--- src/rtl/muldiv_pkg.sv ---
// rtl/muldiv_pkg.sv - shared op encodings, FSM states and default width for the mul/div unit
package muldiv_pkg;

    localparam int DEFAULT_WIDTH = 32;

    localparam logic [2:0] OP_MUL    = 3'b000;
    localparam logic [2:0] OP_MULH   = 3'b001;
    localparam logic [2:0] OP_MULHSU = 3'b010;
    localparam logic [2:0] OP_MULHU  = 3'b011;
    localparam logic [2:0] OP_DIV    = 3'b100;
    localparam logic [2:0] OP_DIVU   = 3'b101;
    localparam logic [2:0] OP_REM    = 3'b110;
    localparam logic [2:0] OP_REMU   = 3'b111;

    typedef enum logic [1:0] {
        S_IDLE = 2'd0,
        S_MUL  = 2'd1,
        S_DIV  = 2'd2,
        S_DONE = 2'd3
    } state_t;

endpackage

--- src/rtl/muldiv_sign_fix.sv ---
// rtl/muldiv_sign_fix.sv - operand sign/magnitude extraction and signed result fix-up/select
module muldiv_sign_fix
    import muldiv_pkg::*;
#(
    parameter int WIDTH = DEFAULT_WIDTH
) (
    input  logic [2:0]         op_i,
    input  logic [WIDTH-1:0]   a_i,
    input  logic [WIDTH-1:0]   b_i,
    output logic               a_neg_o,
    output logic               b_neg_o,
    output logic [WIDTH-1:0]   a_mag_o,
    output logic [WIDTH-1:0]   b_mag_o,
    input  logic [2:0]         res_op_i,
    input  logic               res_a_neg_i,
    input  logic               res_b_neg_i,
    input  logic [2*WIDTH-1:0] acc_i,
    output logic [WIDTH-1:0]   res_o
);

    logic               a_signed;
    logic               b_signed;
    logic [2*WIDTH-1:0] prod_fix;
    logic [WIDTH-1:0]   quot;
    logic [WIDTH-1:0]   rem;

    assign a_signed = (op_i == OP_MULH) || (op_i == OP_MULHSU) || (op_i == OP_DIV) || (op_i == OP_REM);
    assign b_signed = (op_i == OP_MULH) || (op_i == OP_DIV) || (op_i == OP_REM);
    assign a_neg_o  = a_signed & a_i[WIDTH-1];
    assign b_neg_o  = b_signed & b_i[WIDTH-1];
    assign a_mag_o  = a_neg_o ? -a_i : a_i;
    assign b_mag_o  = b_neg_o ? -b_i : b_i;

    // Multiply uses the full product; divide keeps remainder high, quotient low
    assign prod_fix = (res_a_neg_i ^ res_b_neg_i) ? -acc_i : acc_i;
    assign quot     = acc_i[WIDTH-1:0];
    assign rem      = acc_i[2*WIDTH-1:WIDTH];

    always_comb begin
        res_o = '0;
        case (res_op_i)
            OP_MUL:                       res_o = prod_fix[WIDTH-1:0];
            OP_MULH, OP_MULHSU, OP_MULHU: res_o = prod_fix[2*WIDTH-1:WIDTH];
            OP_DIV, OP_DIVU:              res_o = (res_a_neg_i ^ res_b_neg_i) ? -quot : quot;
            default:                      res_o = res_a_neg_i ? -rem : rem;
        endcase
    end

endmodule

--- src/rtl/module_muldiv_unit.sv ---
// rtl/module_muldiv_unit.sv - iterative RV32M mul/div unit; MULDIV_EARLY_OUT_EN enables special-case early-out
module module_muldiv_unit
    import muldiv_pkg::*;
#(
    parameter int WIDTH = DEFAULT_WIDTH
) (
    input  logic             clock,
    input  logic             reset,
    input  logic             start,
    input  logic [2:0]       op,
    input  logic [WIDTH-1:0] operand_a,
    input  logic [WIDTH-1:0] operand_b,
    output logic             busy,
    output logic             done,
    output logic [WIDTH-1:0] result
);

    localparam int CW = $clog2(WIDTH) + 1;
    localparam logic [WIDTH-1:0] MIN_NEG = {1'b1, {(WIDTH-1){1'b0}}};

    state_t             state_q, state_d;
    logic [CW-1:0]      cnt_q, cnt_d;
    logic [2*WIDTH-1:0] acc_q, acc_d;
    logic [WIDTH-1:0]   opnd_q, opnd_d;
    logic [2:0]         op_q, op_d;
    logic               a_neg_q, a_neg_d, b_neg_q, b_neg_d;
    logic               spec_q, spec_d;
    logic [WIDTH-1:0]   spec_val_q, spec_val_d;
    logic [WIDTH-1:0]   result_q, result_d;

    logic               a_neg, b_neg;
    logic [WIDTH-1:0]   a_mag, b_mag;
    logic [WIDTH-1:0]   fixed_res;
    logic               accept;
    logic               div_zero, div_ovf, mul_zero, spec_now;
    logic [WIDTH-1:0]   spec_val_now;
    logic [WIDTH:0]     mul_sum, div_shift, div_sub;
    logic               div_ge;
    logic [2*WIDTH-1:0] iter_next;

    muldiv_sign_fix #(.WIDTH(WIDTH)) u_sign_fix (
        .op_i        (op),
        .a_i         (operand_a),
        .b_i         (operand_b),
        .a_neg_o     (a_neg),
        .b_neg_o     (b_neg),
        .a_mag_o     (a_mag),
        .b_mag_o     (b_mag),
        .res_op_i    (op_q),
        .res_a_neg_i (a_neg_q),
        .res_b_neg_i (b_neg_q),
        .acc_i       (iter_next),
        .res_o       (fixed_res)
    );

    assign accept   = start && ((state_q == S_IDLE) || (state_q == S_DONE));
    assign div_zero = op[2] && (operand_b == '0);
    assign div_ovf  = ((op == OP_DIV) || (op == OP_REM)) && (operand_a == MIN_NEG) && (operand_b == '1);
    assign mul_zero = !op[2] && ((operand_a == '0) || (operand_b == '0));
    assign spec_now = div_zero || div_ovf || mul_zero;
    assign spec_val_now = div_zero ? (op[1] ? operand_a : '1) :
                          div_ovf  ? (op[1] ? '0 : MIN_NEG) : '0;

    // Multiply: add multiplicand into the high half, shift right; divide: restoring shift-subtract
    assign mul_sum   = {1'b0, acc_q[2*WIDTH-1:WIDTH]} + (acc_q[0] ? {1'b0, opnd_q} : '0);
    assign div_shift = {acc_q[2*WIDTH-1:WIDTH], acc_q[WIDTH-1]};
    assign div_ge    = div_shift >= {1'b0, opnd_q};
    assign div_sub   = div_shift - {1'b0, opnd_q};
    assign iter_next = (state_q == S_DIV)
                     ? {(div_ge ? div_sub[WIDTH-1:0] : div_shift[WIDTH-1:0]), acc_q[WIDTH-2:0], div_ge}
                     : {mul_sum, acc_q[WIDTH-1:1]};

    always_comb begin
        state_d    = state_q;
        cnt_d      = cnt_q;
        acc_d      = acc_q;
        opnd_d     = opnd_q;
        op_d       = op_q;
        a_neg_d    = a_neg_q;
        b_neg_d    = b_neg_q;
        spec_d     = spec_q;
        spec_val_d = spec_val_q;
        result_d   = result_q;
        case (state_q)
            S_IDLE, S_DONE: begin
                state_d = S_IDLE;
                if (accept) begin
                    op_d       = op;
                    a_neg_d    = a_neg;
                    b_neg_d    = b_neg;
                    spec_d     = spec_now;
                    spec_val_d = spec_val_now;
                    cnt_d      = CW'(WIDTH - 1);
                    state_d    = op[2] ? S_DIV : S_MUL;
                    acc_d      = {{WIDTH{1'b0}}, (op[2] ? a_mag : b_mag)};
                    opnd_d     = op[2] ? b_mag : a_mag;
`ifdef MULDIV_EARLY_OUT_EN
                    if (spec_now) begin
                        state_d  = S_DONE;
                        result_d = spec_val_now;
                    end
`endif
                end
            end
            S_MUL, S_DIV: begin
                acc_d = iter_next;
                cnt_d = cnt_q - 1'b1;
                if (cnt_q == '0) begin
                    state_d  = S_DONE;
                    result_d = spec_q ? spec_val_q : fixed_res;
                end
            end
            default: state_d = S_IDLE;
        endcase
    end

    always_ff @(posedge clock) begin
        if (reset) begin
            state_q    <= S_IDLE;
            cnt_q      <= '0;
            acc_q      <= '0;
            opnd_q     <= '0;
            op_q       <= '0;
            a_neg_q    <= 1'b0;
            b_neg_q    <= 1'b0;
            spec_q     <= 1'b0;
            spec_val_q <= '0;
            result_q   <= '0;
        end else begin
            state_q    <= state_d;
            cnt_q      <= cnt_d;
            acc_q      <= acc_d;
            opnd_q     <= opnd_d;
            op_q       <= op_d;
            a_neg_q    <= a_neg_d;
            b_neg_q    <= b_neg_d;
            spec_q     <= spec_d;
            spec_val_q <= spec_val_d;
            result_q   <= result_d;
        end
    end

    assign busy   = (state_q == S_MUL) || (state_q == S_DIV);
    assign done   = (state_q == S_DONE);
    assign result = result_q;

endmodule

--- config.mk ---
export PLATFORM = sky130hd
export DESIGN_NAME = module_muldiv_unit
export DESIGN_NICKNAME = d
export VERILOG_FILES = /design/src/rtl/muldiv_pkg.sv /design/src/rtl/muldiv_sign_fix.sv /design/src/rtl/module_muldiv_unit.sv
export SDC_FILE = /design/constraint.sdc
export NUM_CORES = 1
export LEC_CHECK = 0
export BUFFER_PORTS_ARGS = -buffer_cell sky130_fd_sc_hd__clkbuf_2
export CORE_UTILIZATION = 55
export CTS_BUF_LIST = sky130_fd_sc_hd__clkbuf_16
export DETAILED_ROUTE_END_ITERATION = 8
export PLACE_DENSITY_LB_ADDON = 0.2
export SLEW_MARGIN = 30
export SYNTH_ARGS = -nofsm -noshare
export SYNTH_HDL_FRONTEND = slang
export SYNTH_SLANG_ARGS = --single-unit
--- constraint.sdc ---
create_clock -name clock -period 7.77 [get_ports clock]
set_clock_uncertainty 0.05 [all_clocks]
set_input_delay 0.3885 -clock clock [delete_from_list [all_inputs] [get_ports clock]]
set_output_delay 0.3885 -clock clock [all_outputs]
set_load 0.02 [all_outputs]
=== Word-level counts from Yosys, hierarchy flattened ===
Cells that the tools add are included.

* Add/sub/neg operators: 8
* $lt $le $gt $ge: 1
* Equal/unequal tests: 16
* Mux-type cells: 24
* Bitwise operators: 3
* Reduce and logical (&&, ||, !) cells: 28

{| class="wikitable"
|+ Operators by type and width
! operator !! count
|-
| 32-bit two-way mux || 13
|-
| 64-bit two-way mux || 3
|-
| 32-bit negator || 4
|-
| 64-bit one-hot mux with 2 select lines || 1
|-
| 32-bit one-hot mux with 3 select lines || 1
|-
| 32-bit == test (second input constant) || 2
|-
| 32-bit logical NOT || 2
|-
| 64-bit negator || 1
|-
| 32-bit by 32-bit adder with 33-bit output || 1
|-
| 33-bit by 32-bit greater-or-equal comparator with 1-bit output || 1
|-
| 32-bit subtractor || 1
|-
| 3-bit == test (second input constant) || 4
|-
| 6-bit one-hot mux with 2 select lines || 1
|-
| 1-bit logical OR || 11
|-
| 3-bit by 2-bit == test with 1-bit output (second input constant) || 3
|-
| 3-bit by 1-bit == test with 1-bit output (second input constant) || 2
|-
| 6-bit logical NOT || 1
|-
| 2-bit two-way mux || 3
|-
| 6-bit two-way mux || 1
|-
| 2-bit OR reduction || 3
|-
| 6-bit by 1-bit subtractor with 6-bit output (second input constant) || 1
|-
| 1-bit logical AND || 5
|-
| 2-bit == test (second input constant) || 2
|-
| 2-bit != test (second input constant) || 2
|-
| 9 further kinds || 11
|}

* Flip-flop bits (word level): 174
* Input port bits: 70
* Output and inout port bits: 34
* Word-level logic and storage cells: 90

=== Logic depth before layout (Yosys ltp) ===
* Depth after elaboration: 9
* Gate-level depth with buffers: 25

=== Modules after synthesis ===
Synthesis repeated with hierarchy kept, for this count alone.

* Cell total of the unflattened synthesis: 2300
* Area, all modules: 16882.4 um^2

{| class="wikitable"
|+ By module, submodules not included
! module !! instances !! cells an instance !! area an instance (um^2) !! seq. area each (um^2)
|-
| module_muldiv_unit || 1 || 1602 || 12590.8 || 3483.3
|-
| muldiv_sign_fix || 1 || 698 || 4291.6 || 0.0
|}

=== Worst setup path after synthesis ===
OpenSTA, ideal clock, no wires.

* Path type: register to register
* Start: reg state_q[0]
* End: reg result_q[12] (netlist: result[12])
* Setup time: 92 ps
* Data arrival time: 5695 ps
* Required time: 7628 ps
* Path slack: 1933 ps
* Stages on the path, launching flop included: 24
* Buffers on the path: 11
* Path through: dfxtp_1 -> inv_1 -> ha_1 -> buf_2 -> clkbuf_1 -> clkbuf_1 -> clkbuf_1 -> buf_2 -> buf_2 -> buf_2 -> buf_1 -> buf_1 -> buf_1 -> mux2i_1 -> ha_1 -> nand4_1 -> nor3_1 -> nand3_1 -> or2_2 -> clkbuf_1 -> o41ai_1 -> a211oi_1 -> o21a_1 -> o32ai_1

* Word-level cells in the longest chain between the ends: 6
* Elaborated cells on any way between the ends: 13
* Those cells by class: add/sub: 3; eq/ne: 2; mux: 6; reduce/logical: 2

{| class="wikitable"
|+ RTL lines
! what !! RTL line !! RTL
|-
| start, declared || module_muldiv_unit.sv:21 || <nowiki>state_t state_q, state_d;</nowiki>
|-
| start signal, assigned || module_muldiv_unit.sv:130 || <nowiki>state_q <= state_d;</nowiki>
|-
| 2-bit == test || module_muldiv_unit.sv:69, module_muldiv_unit.sv:84 ||
|-
| 64-bit two-way mux || module_muldiv_unit.sv:70 || <nowiki>? {(div_ge ? div_sub[WIDTH-1:0] : div_shift[WIDTH-1:0]), acc_q[WIDTH-2:0], div_ge}</nowiki>
|-
| 64-bit negator (tied with other cells) || muldiv_sign_fix.sv:35 || <nowiki>assign prod_fix = (res_a_neg_i ^ res_b_neg_i) ? -acc_i : acc_i;</nowiki>
|-
| 64-bit two-way mux (tied with other cells) || muldiv_sign_fix.sv:35 ||
|-
| 32-bit one-hot mux with 3 select lines || muldiv_sign_fix.sv:41 || <nowiki>case (res_op_i)</nowiki>
|-
| 32-bit two-way mux || module_muldiv_unit.sv:110 || <nowiki>result_d = spec_q ? spec_val_q : fixed_res;</nowiki>
|-
| end signal, assigned || module_muldiv_unit.sv:139 || <nowiki>result_q <= result_d;</nowiki>
|-
| end, declared || module_muldiv_unit.sv:29 || <nowiki>logic [WIDTH-1:0] result_q, result_d;</nowiki>
|}

Several ways; a longest one is shown, not always the timed one.
A chain may end at the register's enable or synchronous reset.

=== Worst setup path after layout ===
* Start: reg opnd_q[6]
* End: reg result_q[6] (netlist: result[6])

* Word-level cells in the longest chain between the ends: 7
* Elaborated cells on any way between the ends: 14
* Those cells by class: add/sub: 5; order compare: 1; mux: 8

{| class="wikitable"
|+ RTL lines
! what !! RTL line !! RTL
|-
| start, declared || module_muldiv_unit.sv:24 || <nowiki>logic [WIDTH-1:0] opnd_q, opnd_d;</nowiki>
|-
| start signal, assigned || module_muldiv_unit.sv:133 || <nowiki>opnd_q <= opnd_d;</nowiki>
|-
| 32-bit two-way mux (tied with other cells) || module_muldiv_unit.sv:65 || <nowiki>assign mul_sum = {1'b0, acc_q[2*WIDTH-1:WIDTH]} + (acc_q[0] ? {1'b0, opnd_q} : '0);</nowiki>
|-
| 32-bit by 32-bit adder with 33-bit output or 32-bit two-way mux (tied branches) || module_muldiv_unit.sv:65, module_muldiv_unit.sv:70 ||
|-
| 64-bit two-way mux (*) || module_muldiv_unit.sv:70 ||
|-
| 64-bit negator or 32-bit negator (tied branches) || muldiv_sign_fix.sv:35, muldiv_sign_fix.sv:45 ||
|-
| 64-bit two-way mux or 32-bit two-way mux (tied branches) || muldiv_sign_fix.sv:35, muldiv_sign_fix.sv:45 ||
|-
| 32-bit one-hot mux with 3 select lines (*) || muldiv_sign_fix.sv:41 ||
|-
| 32-bit two-way mux (*) || module_muldiv_unit.sv:110 ||
|}

Mark *: on every way between the ends. The rest lies on a longest branch, timed or not.

==> reports/qor.yml <==
status:
  status: "finished clean"
synth:
  synth_top_area_cell: "dfxtp_1"
  synth_top_area_share_pct: 20.8
  yosysUniqueCellTypes: 97
  synth_cells: 2386
  synthFlopType: "dfxtp_1"
  synth-edff-count: 0
  synth_nets: 2531
  synth.avg_cell_area_um2: 7.01
  ys_top_cells_by_area: "dfxtp_1, a21oi_1, nand2_1, o21ai_0, ha_1"
  yosysWarningCount: 0
  async_flop_share_pct: 0
  synth-seq-area-share_pct: 20.8
  ys_ff_latch: 174
  synth_area_mm2: 0.0167
clock_network:
  root_buffer: "clkbuf_16"
  clock_sinks: 174
  clock_path_buffers: 2
  cts_tree: "done"
  cts_resized: 0
  cts_made_buffers: 17
  path_clk_slew_ns: 0.08
  post-cts-setup-buffers: 0
  h-tree-depth: 4
  postCtsHoldBufs: 0
  clk_latency_ns: 0.46
floorplanning:
  die_h_um: 176
  die_x_um: 176
  pin_count: 104
  die_area_mm2: 0.0311
  std_cell_rows: 63
  initial_core_util_pct: 56.1
  coreArea_mm2: 0.0298
layout:
  nets: 2520
  antenna_cells: 0
  fin_util_pct: 60.3
  layout_commonest_cell: "nand2_1"
  area_growth_pct: 7.43
  most-common-layout-cells: "nand2_1, a21oi_1, nor2_1, o21ai_0, dfxtp_1"
  drive_above_1_share_pct: 10.1
  fillers: 2858
global_routing:
  grt_overflow: 0
  antenna_found_initial: 0
  first_global_vias: 17200
  grt_max_degree: 125
  gr-usage-all-layers_pct: 45.1
  grt_pass1_wl_um: 106000
power_and_ir_drop:
  power_density_mw_per_mm2: 212
  p_leak_nw: 6.84
  seq_power_share_pct: 27.5
  total_power_mw: 3.81
  p_comb_share_pct: 49.8
  p_int_mw: 1.99
  ir_worst_vdd_v: 0.000184
  p_sw_share_pct: 47.9
  p_switching_mw: 1.83
  pwr-share-clk_pct: 22.7
route:
  via_per_inst: 6.96
  drc: 0
  drtAntennaViolNets: 0
  vias: 19300
  routed_wl_um: 71000
  routedWlPerCell_um: 25.6
  first_pass_iters: 7
  drtIter0Drc: 2671
setup_path:
  cp_top_family: "compound AO/OA/AOI/OAI gates"
  r2r-start: "opnd_q[6]$_SDFFE_PP0P_"
  start_kind: "register"
  ff2ff_path_depth: 21
  max_stage_delay_ns: 0.76
  reg2reg_slack_ns: 1.57
  r2r_end: "result[6]$_SDFFE_PP0P_"
  crit_path_frequent_cell: "a21oi_1"
  worstPathArrival_ns: 6.54
  path_cells: "inv_1 -> ha_1 -> a21oi_1 -> o21ai_0 -> and2b_1 -> nor3_4 -> a2111o_1 -> buf_4 -> a21oi_1 -> a21o_1 -> inv_1 -> ha_1 -> nand4_1 -> nor3_1 -> nand3_1 -> nor2_1 -> a21oi_1 -> o311ai_0 -> a221o_1 -> o211ai_1 -> a21oi_1"
  worst-path-max-fanout: 18
  worstSetupPathType: "register to register"
  cp_slowest_cell: "a2111o_1"
  worst-path-buf-inv: 3
  worstPathRequired_ns: 8.11
  crit_path_end_kind: "register"
worst_hold_path:
  worstHoldEndpoint: "op_q[0]$_SDFFE_PP0P_"
  hp-class: "input pin to register"
  holdCritStartpoint: "op[0]"
  hold_depth: 3
sta:
  layout_min_cycle_time_ns: 6.20
  setup-tns-final_ns: 0
  max_freq_ghz: 0.161
  rsz0062_at_grt: "false"
  hold_viol: 0
  period_share_pct: 79.9
  setup_viol: 0
  drv_slew: 0
  tightestPinTransition_ns: 1.05
  relSlewSlack_pct: 29.5
job:
  max_cap_viol_count: 0
placed_design:
  gp_congestion: 1.11
  io_buffers: 103
  place_hpwl_um: 54300
[metrics by stage]
step	setup WS (ns)	hold WS (ns)	area, µm²	instances
global placement	2.00	0.388	17300	2745
global route	1.16	0.192	18000	2778
finish	1.57	0.160	18000	2778
detailed placement	1.85	0.396	17400	2745
floorplan	1.93	0.377	16700	2386
CTS	1.83	0.155	17900	2777
[how the worst max path moves through the flow]
stage,startpoint,to,cells after the start
after global routing,opnd_q[6]$_SDFFE_PP0P_,result[6]$_SDFFE_PP0P_,21
after floorplan,state_q[0]$_SDFFE_PP0P_,result[12]$_SDFFE_PP0P_,23
after global placement,opnd_q[6]$_SDFFE_PP0P_,result[6]$_SDFFE_PP0P_,21
final,opnd_q[6]$_SDFFE_PP0P_,result[6]$_SDFFE_PP0P_,21
after CTS,opnd_q[6]$_SDFFE_PP0P_,result[6]$_SDFFE_PP0P_,21
after detailed placement,opnd_q[6]$_SDFFE_PP0P_,result[6]$_SDFFE_PP0P_,21
[power groups by stage]
stage,clock [mW],combinational (mW),sequential (mW)
3_5_place_dp,0,1.81,1.06
4_1_cts,0.866,1.81,1.04
6_report,0.867,1.90,1.05
5_1_grt,0.898,2.00,1.06
3_3_place_gp,0,1.80,1.06
2_1_floorplan,0,1.25,1.04
[tightest hold or removal path, cell delays in order]
cell	delay, ns
clkbuf_2	0.12
nand2_1	0.06
a21oi_1	0.05
[kinds of logic (layout without fill, tap and decap cells)]
| logic type | after synthesis | in the layout | share of synthesized area (%) |
|---|---|---|---|
| AOI/OAI and AO/OA | 838 | 838 | 32.0 |
| xor gates and xnor gates | 136 | 136 | 7.12 |
| adders and majority gates | 75 | 75 | 5.70 |
| buffers and inverters | 239 | 241 | 5.76 |
| DFF | 174 | 174 | 20.8 |
| muxes | 54 | 54 | 3.31 |
| and+or+nand+nor | 870 | 870 | 25.3 |
[flip-flops by register name, indices dropped and copies added, names as in the netlist]
register and cells:
a_neg_q 1, acc_q 64, b_neg_q 1, cnt_q 6, op_q 3, opnd_q 32
result 32, spec_q 1, spec_val_q 32, state_q 2
[cell type report]
cell class              instances  area, µm²  share of cell area [%]
repair buffers                141        826                    4.60
flip-flops and latches        174       3480                    19.4
well taps                     390        488                    2.72
clock inverters                15        133                   0.738
inverters                      68        255                    1.42
clock buffers                  17        425                    2.37
multi-input cells            1973      12400                    68.8
[Yosys cell counts, types with 18 or more instances]
| library cell | number |
|---|---|
| clkbuf_1 | 125 |
| nand2b_1 | 19 |
| buf_2 | 20 |
| or3_1 | 23 |
| a211oi_1 | 72 |
| a21oi_1 | 241 |
| a31oi_1 | 52 |
| xor2_1 | 60 |
| buf_1 | 19 |
| nor2_1 | 221 |
| nand2_1 | 272 |
| o22ai_1 | 18 |
| and3_1 | 23 |
| o211ai_1 | 58 |
| o21a_1 | 25 |
| a21o_1 | 23 |
| o21ai_0 | 185 |
| nand3_1 | 45 |
| inv_1 | 64 |
| and2_1 | 41 |
| nor3_1 | 58 |
| ha_1 | 73 |
| nand4_1 | 46 |
| nor4_1 | 23 |
| mux2i_1 | 44 |
| o31ai_1 | 36 |
| xnor2_1 | 76 |
| dfxtp_1 | 174 |
| nor2b_1 | 24 |
[routing by layer]
metal  vias to the layer above  GRT usage (%)  part of all wire [%]
met4                         0           24.1                   6.4
met5                         -              0                     0
met2                      1357           65.9                    41
met3                       233           11.9                    13
li1                       8749              -                     -
met1                      9006           60.2                    40
Note: power is estimated with default switching activity, not from simulation.
